File: src/rtl/id_ex_operand_stage.sv
// ID/EX operand stage: register file with WB write-through, immediate
// extension, ALU-source decode, and the ID/EX pipeline register feeding the
// EX operand muxes.
module id_ex_operand_stage #(
  parameter int NB_INST = 32,
  parameter int NB_ADDR = 5,
  parameter int NB_IMM  = 16,
  parameter int N_REGS  = 2**NB_ADDR
) (
  input  logic               i_clk,
  input  logic               i_reset,
  input  logic               i_valid,
  input  logic [NB_INST-1:0] i_instruction,
  input  logic               i_stall,
  input  logic               i_flush,
  input  logic               i_wb_write,
  input  logic [NB_ADDR-1:0] i_wb_addr,
  input  logic [NB_INST-1:0] i_wb_data,
  output logic               o_valid,
  output logic [NB_INST-1:0] o_rs_data,
  output logic [NB_INST-1:0] o_register_file_data,
  output logic [NB_INST-1:0] o_sign_extend,
  output logic               o_alu_src,
  output logic [NB_ADDR-1:0] o_rs_addr,
  output logic [NB_ADDR-1:0] o_rt_addr,
  output logic [NB_ADDR-1:0] o_rd_addr
);

  localparam logic [5:0] OP_RTYPE = 6'h00;
  localparam logic [5:0] OP_BEQ   = 6'h04;
  localparam logic [5:0] OP_BNE   = 6'h05;
  localparam logic [5:0] OP_ANDI  = 6'h0C;
  localparam logic [5:0] OP_ORI   = 6'h0D;
  localparam logic [5:0] OP_XORI  = 6'h0E;
  localparam logic [5:0] OP_LUI   = 6'h0F;

  logic [NB_INST-1:0] r_rf [N_REGS];

  logic               r_valid;
  logic [NB_INST-1:0] r_rs_data;
  logic [NB_INST-1:0] r_rt_data;
  logic [NB_INST-1:0] r_ext;
  logic               r_alu_src;
  logic [NB_ADDR-1:0] r_rs_addr;
  logic [NB_ADDR-1:0] r_rt_addr;
  logic [NB_ADDR-1:0] r_rd_addr;

  logic [5:0]         w_opcode;
  logic [NB_IMM-1:0]  w_imm;
  logic [NB_ADDR-1:0] w_rs_sel;
  logic [NB_ADDR-1:0] w_rt_sel;
  logic [NB_INST-1:0] w_rs_rd;
  logic [NB_INST-1:0] w_rt_rd;
  logic [NB_INST-1:0] w_ext;
  logic               w_alu_src;
  logic               w_wb_en;

  assign w_opcode = i_instruction[31:26];
  assign w_imm    = i_instruction[NB_IMM-1:0];
  assign w_wb_en  = i_wb_write && (i_wb_addr != '0);

  // While stalled the read ports follow the held addresses so that a WB
  // write landing during the stall is reflected in the held entry.
  assign w_rs_sel = i_stall ? r_rs_addr : i_instruction[25:21];
  assign w_rt_sel = i_stall ? r_rt_addr : i_instruction[20:16];

  // Register read: r0 is hardwired zero, same-cycle WB write bypasses the array.
  always_comb begin
    w_rs_rd = r_rf[w_rs_sel];
    w_rt_rd = r_rf[w_rt_sel];
    if (w_wb_en && (i_wb_addr == w_rs_sel)) w_rs_rd = i_wb_data;
    if (w_wb_en && (i_wb_addr == w_rt_sel)) w_rt_rd = i_wb_data;
    if (w_rs_sel == '0) w_rs_rd = '0;
    if (w_rt_sel == '0) w_rt_rd = '0;
  end

  // Decode ALU-source select and immediate extension from the opcode.
  always_comb begin
    w_alu_src = (w_opcode == OP_RTYPE) || (w_opcode == OP_BEQ) ||
                (w_opcode == OP_BNE);
    case (w_opcode)
      OP_ANDI, OP_ORI, OP_XORI: w_ext = {{(NB_INST-NB_IMM){1'b0}}, w_imm};
      OP_LUI:                   w_ext = {w_imm, {(NB_INST-NB_IMM){1'b0}}};
      default:                  w_ext = {{(NB_INST-NB_IMM){w_imm[NB_IMM-1]}}, w_imm};
    endcase
  end

  // Register file write port; r0 writes are discarded.
  always_ff @(posedge i_clk) begin
    if (i_reset) begin
      for (int i = 0; i < N_REGS; i++) r_rf[i] <= '0;
    end else if (w_wb_en) begin
      r_rf[i_wb_addr] <= i_wb_data;
    end
  end

  // ID/EX pipeline register: reset > flush > stall > capture/bubble.
  always_ff @(posedge i_clk) begin
    if (i_reset || i_flush || (!i_stall && !i_valid)) begin
      r_valid   <= 1'b0;
      r_rs_data <= '0;
      r_rt_data <= '0;
      r_ext     <= '0;
      r_alu_src <= 1'b0;
      r_rs_addr <= '0;
      r_rt_addr <= '0;
      r_rd_addr <= '0;
    end else if (i_stall) begin
      r_rs_data <= w_rs_rd;
      r_rt_data <= w_rt_rd;
    end else begin
      r_valid   <= 1'b1;
      r_rs_data <= w_rs_rd;
      r_rt_data <= w_rt_rd;
      r_ext     <= w_ext;
      r_alu_src <= w_alu_src;
      r_rs_addr <= i_instruction[25:21];
      r_rt_addr <= i_instruction[20:16];
      r_rd_addr <= i_instruction[15:11];
    end
  end

  assign o_valid              = r_valid;
  assign o_rs_data            = r_rs_data;
  assign o_register_file_data = r_rt_data;
  assign o_sign_extend        = r_ext;
  assign o_alu_src            = r_alu_src;
  assign o_rs_addr            = r_rs_addr;
  assign o_rt_addr            = r_rt_addr;
  assign o_rd_addr            = r_rd_addr;

endmodule

File: config.mk
export PLATFORM = sky130hd
export DESIGN_NAME = id_ex_operand_stage
export DESIGN_NICKNAME = d
export VERILOG_FILES = /design/src/rtl/id_ex_operand_stage.sv
export SDC_FILE = /design/constraint.sdc
export NUM_CORES = 2
export LEC_CHECK = 0
export ABC_AREA = 1
export CAP_MARGIN = 30
export CORE_ASPECT_RATIO = 1.1
export CORE_UTILIZATION = 55
export CTS_BUF_LIST = sky130_fd_sc_hd__clkbuf_8
export DETAILED_ROUTE_END_ITERATION = 10
export HOLD_SLACK_MARGIN = 0.12
export PLACE_DENSITY = 0.72
export SLEW_MARGIN = 40
export SYNTH_ARGS = -nofsm -noshare
export SYNTH_HDL_FRONTEND = slang
export SYNTH_SLANG_ARGS = --single-unit
File: constraint.sdc
create_clock -name i_clk -period 4.6 [get_ports i_clk]
set_input_delay 1.15 -clock i_clk [delete_from_list [all_inputs] [get_ports i_clk]]
set_output_delay 1.15 -clock i_clk [all_outputs]
set_load 0.05 [all_outputs]
Yosys cells after proc, flatten, opt, wreduce, memory -nomap -nowiden
Memory sizes are Yosys's and may differ from the RTL's. A register that Yosys moved wholly into a read port is not among the register bits.
Index checks and enable logic that the tools add are counted.
Widths: inputs -> output; s select.
- memories kept: 1
- input port bits: 75
- RAM bits: 1024
- flip-flop bits (word level): 49
- logic and storage cells: 40
- output and inout bits: 113
- memories (memory ; depth ; width ; read ports ; clocked after memory_dff ; write ports ; line ; text):
    r_rf ; 32 ; 32 ; 2 ; 2 ; 32 ; 37 ; logic [NB_INST-1:0] r_rf [N_REGS];
- reduce and logical (&&, ||, !) cells: 16
- equal/unequal tests: 6
- mux-type cells: 11
- operator list (kind ; number):
    $pmux 32 s2 ; 1
    $mux 32 ; 1
    $reduce_or 32->1 ; 1
    $eq 6x4->1 const B ; 4
    $mux 5 ; 3
    $eq 6x3->1 const B ; 2
    $logic_not 5->1 ; 2
    $logic_not 6->1 ; 1
    $mux 1 ; 6
    $reduce_bool 5->1 ; 1
    $logic_or 1x1->1 ; 4
    $reduce_or 2->1 ; 2
    $reduce_or 3->1 ; 1
    $logic_and 1x1->1 ; 2
    $logic_not 1->1 ; 2

Longest topological paths before layout
- depth after elaboration: 7
- gate-level depth with buffers: 14
- depth with buffers taken out: 11

Worst setup path after synthesis
Ideal clock, no wire load.
- path kind: in2reg
- start point: input i_wb_addr[3]
- end point: memory r_rf[24][0], enable pin
- stages: 9
- data arrival time: 2.979 ns
- path buffers: 2
- slack: 1.231 ns
- library setup time: 0.389 ns
- data required time: 4.211 ns
- cell sequence: clkbuf_2 > inv_1 > nand3_1 > o21ai_1 > or2_2 > inv_2 > nand2_1 > buf_2 > nand2_1
- RTL lines (element ; line ; text):
    from (decl) ; 17 ; input logic [NB_ADDR-1:0] i_wb_addr,
    to (decl) ; 37 ;

Worst setup path in the final report
- start point: register r_rt_data[31] (netlist: o_register_file_data[31]) (read register of r_rf)
- end point: output o_register_file_data[31]
- RTL lines (element ; line ; text):
    from (decl) ; 41 ; logic [NB_INST-1:0] r_rt_data;
    to (decl) ; 21 ; output logic [NB_INST-1:0] o_register_file_data,
No word-level cell between the ends.

==> results.md <==
- Of the cells placed in the final design, the portion with a size suffix greater than 1 is about 6.5%.
- The worst clock skew is approximately 0.029 ns.
- The required time of the critical path is between 3 and 4 ns.
- The most crowded layer after global routing is met2.
- The type of the most critical hold path is register to register.
- The biggest fanout along the worst timing path is 1.
- At the pin with the least slew margin, the transition time is around 0.96 ns.
- The combinational power share is between 10% and 20%.
- In this run the standard cell core region covers about 0.11 mm².
- The number of standard-cell rows in the floorplan is 130.
- The count of nets left with antenna violations once routing finished came out at 0.
- The clock sink count is ~1,100.
- The final routed DRC violation total is 0.
- The share of async-settable or async-resettable flops after synthesis is 0%.
- The number of buffers created by CTS is 189.
- The critical path is of the register to output port type.
- The number of antenna violations at the first check in global routing came to 5.
- The final hold violation count is 0.
- The post-detailed-route wirelength per cell is 25.2 µm.
- The clock network accounts for between 30 and 40% of the total power.
- The register-to-register setup slack is around 1.8 ns.
- The number of buffer cells added on primary ports is 187.
- The library cells used most frequently in the layout, excluding fill and tap cells, are sky130_fd_sc_hd__nand3_1, sky130_fd_sc_hd__nand2_1, sky130_fd_sc_hd__nor2_1.
- The most common cell after layout, fill and taps aside is sky130_fd_sc_hd__nand3_1.
- Yosys attributes the largest share of cell area to sky130_fd_sc_hd__edfxtp_1, sky130_fd_sc_hd__nand3_1, sky130_fd_sc_hd__nand2_1.
- The quantity of hold-fixing buffers added after cts is 0.
- The standby leakage power is 30.8 nW.
- The startpoint identified for the worst hold timing path is o_sign_extend[5]$_SDFFE_PP0N_.
- The sequential standard cell area is around 0.033 mm².
- The final HPWL from detailed placement is between 100,000 and 150,000 µm.
- The die covers between 0.1 and 0.15 mm².
- CTS placed an instance of sky130_fd_sc_hd__clkbuf_8 at the clock tree root.
- The internal power summed over all cells is around 0.017 W.
- The maximum number of pins on one net before global-route repair is about 110.
- The H-tree was split into 4 levels.
- about 190 I/O pins were placed.
- Clock-pin slew was measured on the worst setup and hold paths at roughly 0.07 ns.
- Net switching is a little under a third of the power.
- Once the floorplan was initialized, standard cells occupied around 56% of the core.
- The via density per instance is around 6.3.
- Of the total power, registers draw between 40% and 50%.
- Detailed routing inserted a total of a little over 60,000 vias.
- TritonCTS built the clock tree.
- The number of enable-type register cells in the synthesized netlist is between 1,000 and 1,500.
- Among all stages on the critical path, the largest delay is contributed by sky130_fd_sc_hd__clkdlybuf4s50_1.
- Among cell families on the critical path, the largest total delay comes from buffers and inverters.
- In the finished design, the share of the clock period the worst path needs comes to 76.9%.
- The number of global-route vias before repair is 58,221.
- The launch point of the worst reg-to-reg path is o_rt_addr[0]$_SDFF_PP0_.
- Data arrives at the worst endpoint at about 2.4 ns.
- sky130_fd_sc_hd__edfxtp_1 takes more of the synthesized area than any other cell.
- After layout, the minimum clock period comes to 3.54 ns.
- At the end of routability-driven placement, the weighted congestion stood at approximately 1.0.
- Gates resized during post-CTS repair numbered 0.
- The post-CTS setup-driven buffer insertion count is 0.
- The worst hold path was traced through 2 stages.
- Dividing total power by cell area gives a power density of about 360 mW/mm².
- The worst-case hold path end point is o_sign_extend[5]$_SDFFE_PP0N_.
- The detailed-routing iteration count for the pre-antenna-repair pass is 9.
- The global routing met3 resource utilization is a little over a tenth.
- The routed wire length is 249,000 µm.
- At the later pin of the worst-skew pair, clock insertion delay measures around 0.94 ns.
- The first global-routing pass estimated between 300,000 and 400,000 µm of wire.
- The global-route congestion overflow total is 0.
- The most used flip-flop cell after synthesis is sky130_fd_sc_hd__edfxtp_1.
- For this run, global-route usage on met1 was measured as between 50% and 60%.
- The part of the Yosys area used for sequential elements is between 50% and 60%.
- The count of distinct cell types in the synthesized netlist is 31.
- The number of filler instances in the final layout is ~10,000.
- The max-slew violation count is 0.
- The synthesized cell area is 0.0637 mm².
- The proportion of netlist area held by the largest area contributor is 48.3%.
- The maximum number of buffers from clock root to sink is 3.
- Setup violations remaining at the end of the flow were counted as 0.
- Setup repair after global routing left no endpoint under its margin.
- For this run, the share of the core covered by cells in the final layout is roughly three fifths.
- The setup TNS after final layout is 0 ns.
- The flow ran to the end, and the final reports show no timing, DRC or antenna violations.
- The growth of design area from synthesis to finish is 11.5%.
- Summing all multi-input logic gate instances after layout gives 0.0246 mm².
- The depth of the worst register-to-register path is 9.
- After layout, the design draws a total of between 0.02 and 0.03 W.
- The post-synthesis register bit count is roughly 1,100.
- Derived from the worst setup path, the maximum achievable clock frequency is ~280 MHz.
- The critical path goes through clkdlybuf4s50_1.
- The peak per-stage delay on the critical path is about 0.90 ns.
- The number of buffers and inverters on the critical path is 1.
- The floorplan die height is 359 µm.
- STA classifies the critical path endpoint as an output port.
- Global routing consumed, on the met2 layer, between 60% and 70% of the routing resources.
- The die boundary width is 326 µm.
- The worst-case vdd ir drop is 0.288 mV.
- STA classifies the critical path startpoint as a register.
- Counting every instance in the synthesized netlist gives 8,259.
- The net switching power is slightly below 0.008 W.
- In this run, the number of DRC markers left after iteration 0 of detailed routing was ~11,000.
- The post-synthesis average cell area is 7.71 µm².
- In this run the tightest slew margin relative to its limit is a little over a third.
- The aggregate global-route resource usage is between 40% and 50%.
- The tool flagged a number of max-cap violations equal to 0.
- During synthesis, Yosys emitted a total of 0 warnings.
- In this run the critical register-to-register path is captured at o_register_file_data[11]$_SDFF_PP0_.
- The total number of nets in the final design is 8,252.
worst max path at each step:
stage | startpoint | endpoint | slack (ns) | cells after the start
2_1_floorplan | i_wb_addr[3] | r_rf[24][0]$_SDFFCE_PN0P_ | 1.23 | 9
4_1_cts | o_register_file_data[31]$_SDFF_PP0_ | o_register_file_data[31] | 1.07 | 1
5_1_grt | o_register_file_data[31]$_SDFF_PP0_ | o_register_file_data[31] | 1.01 | 1
3_5_place_dp | i_stall | o_register_file_data[11]$_SDFF_PP0_ | 0.54 | 11
6_report | o_register_file_data[31]$_SDFF_PP0_ | o_register_file_data[31] | 1.06 | 1
3_3_place_gp | i_stall | o_register_file_data[10]$_SDFF_PP0_ | 0.60 | 11
registers in the layout (all words and copies together), names as in the netlist:
| register | cells |
|---|---|
| o_alu_src | 1 |
| o_rd_addr | 5 |
| o_register_file_data | 32 |
| o_rs_addr | 5 |
| o_rs_data | 32 |
| o_rt_addr | 5 |
| o_sign_extend | 32 |
| o_valid | 1 |
| r_rf | 1024 |
cell type report:
class                           instances  share of cell area (%)
Tap cell                             1518                    2.68
Antenna cell                            3                  0.0106
Clock inverter                        130                   0.790
Sequential cell                      1137                    46.5
Timing Repair Buffer                  427                    6.59
Clock buffer                          222                    4.31
Multi-Input combinational cell       5588                    34.7
Inverter                              834                    4.42
synthesized netlist by cell type, types with 3 or more instances:
cell,instances
sky130_fd_sc_hd__buf_6,3
sky130_fd_sc_hd__nand2_2,9
sky130_fd_sc_hd__buf_1,71
sky130_fd_sc_hd__nor2_1,1158
sky130_fd_sc_hd__nor3_1,10
sky130_fd_sc_hd__edfxtp_1,1024
sky130_fd_sc_hd__o21ai_0,35
sky130_fd_sc_hd__inv_1,828
sky130_fd_sc_hd__clkbuf_1,306
sky130_fd_sc_hd__a221oi_1,4
sky130_fd_sc_hd__o21ai_1,32
sky130_fd_sc_hd__buf_2,348
sky130_fd_sc_hd__dfxtp_1,113
sky130_fd_sc_hd__xor2_1,8
sky130_fd_sc_hd__a21oi_1,239
sky130_fd_sc_hd__nand2_1,1719
sky130_fd_sc_hd__nand3_1,2330
sky130_fd_sc_hd__inv_2,4
kinds of logic (layout without fill, tap and decap cells):
| logic type | after synthesis | in the layout | synth area share (%) |
|---|---|---|---|
| DFF | 1137 | 1137 | 51.8 |
| xor gates and xnor gates | 8 | 8 | 0.110 |
| other | 1 | 35 | 0.00589 |
| and+or+nand+nor | 5231 | 5231 | 35.5 |
| buffers and inverters | 1565 | 1613 | 9.96 |
| AOI/OAI and AO/OA | 317 | 317 | 2.58 |
metrics by stage:
stage / worst slack, ns / std cells / hold slack (ns) / cell area (µm²)
after floorplan: 1.23 / 8290 / 0.690 / 63800
final: 1.06 / 9859 / 0.461 / 71000
after global placement: 0.601 / 9503 / 0.452 / 67300
after global routing: 1.01 / 9858 / 0.479 / 71000
after detailed placement: 0.537 / 9503 / 0.456 / 67300
after CTS: 1.07 / 9855 / 0.465 / 70900
power by group through the flow:
stage	Clock [W]	Combinational [W]	Sequential (W)
after floorplan	0	0.00252	0.0123
after global placement	0	0.00432	0.0122
after detailed placement	0	0.00437	0.0122
after CTS	0.00874	0.00439	0.0120
after global routing	0.00919	0.00480	0.0121
final	0.00873	0.00458	0.0120
metal layers:
metal	up-vias	wire length [µm]	share of wire, %
met3	1101	36200	15
met2	5542	107000	43
met5	-	24	0.0096
met1	28463	84200	34
met4	4	21700	8.7
li1	26926	-	-
(Power assumes the default switching activity.)
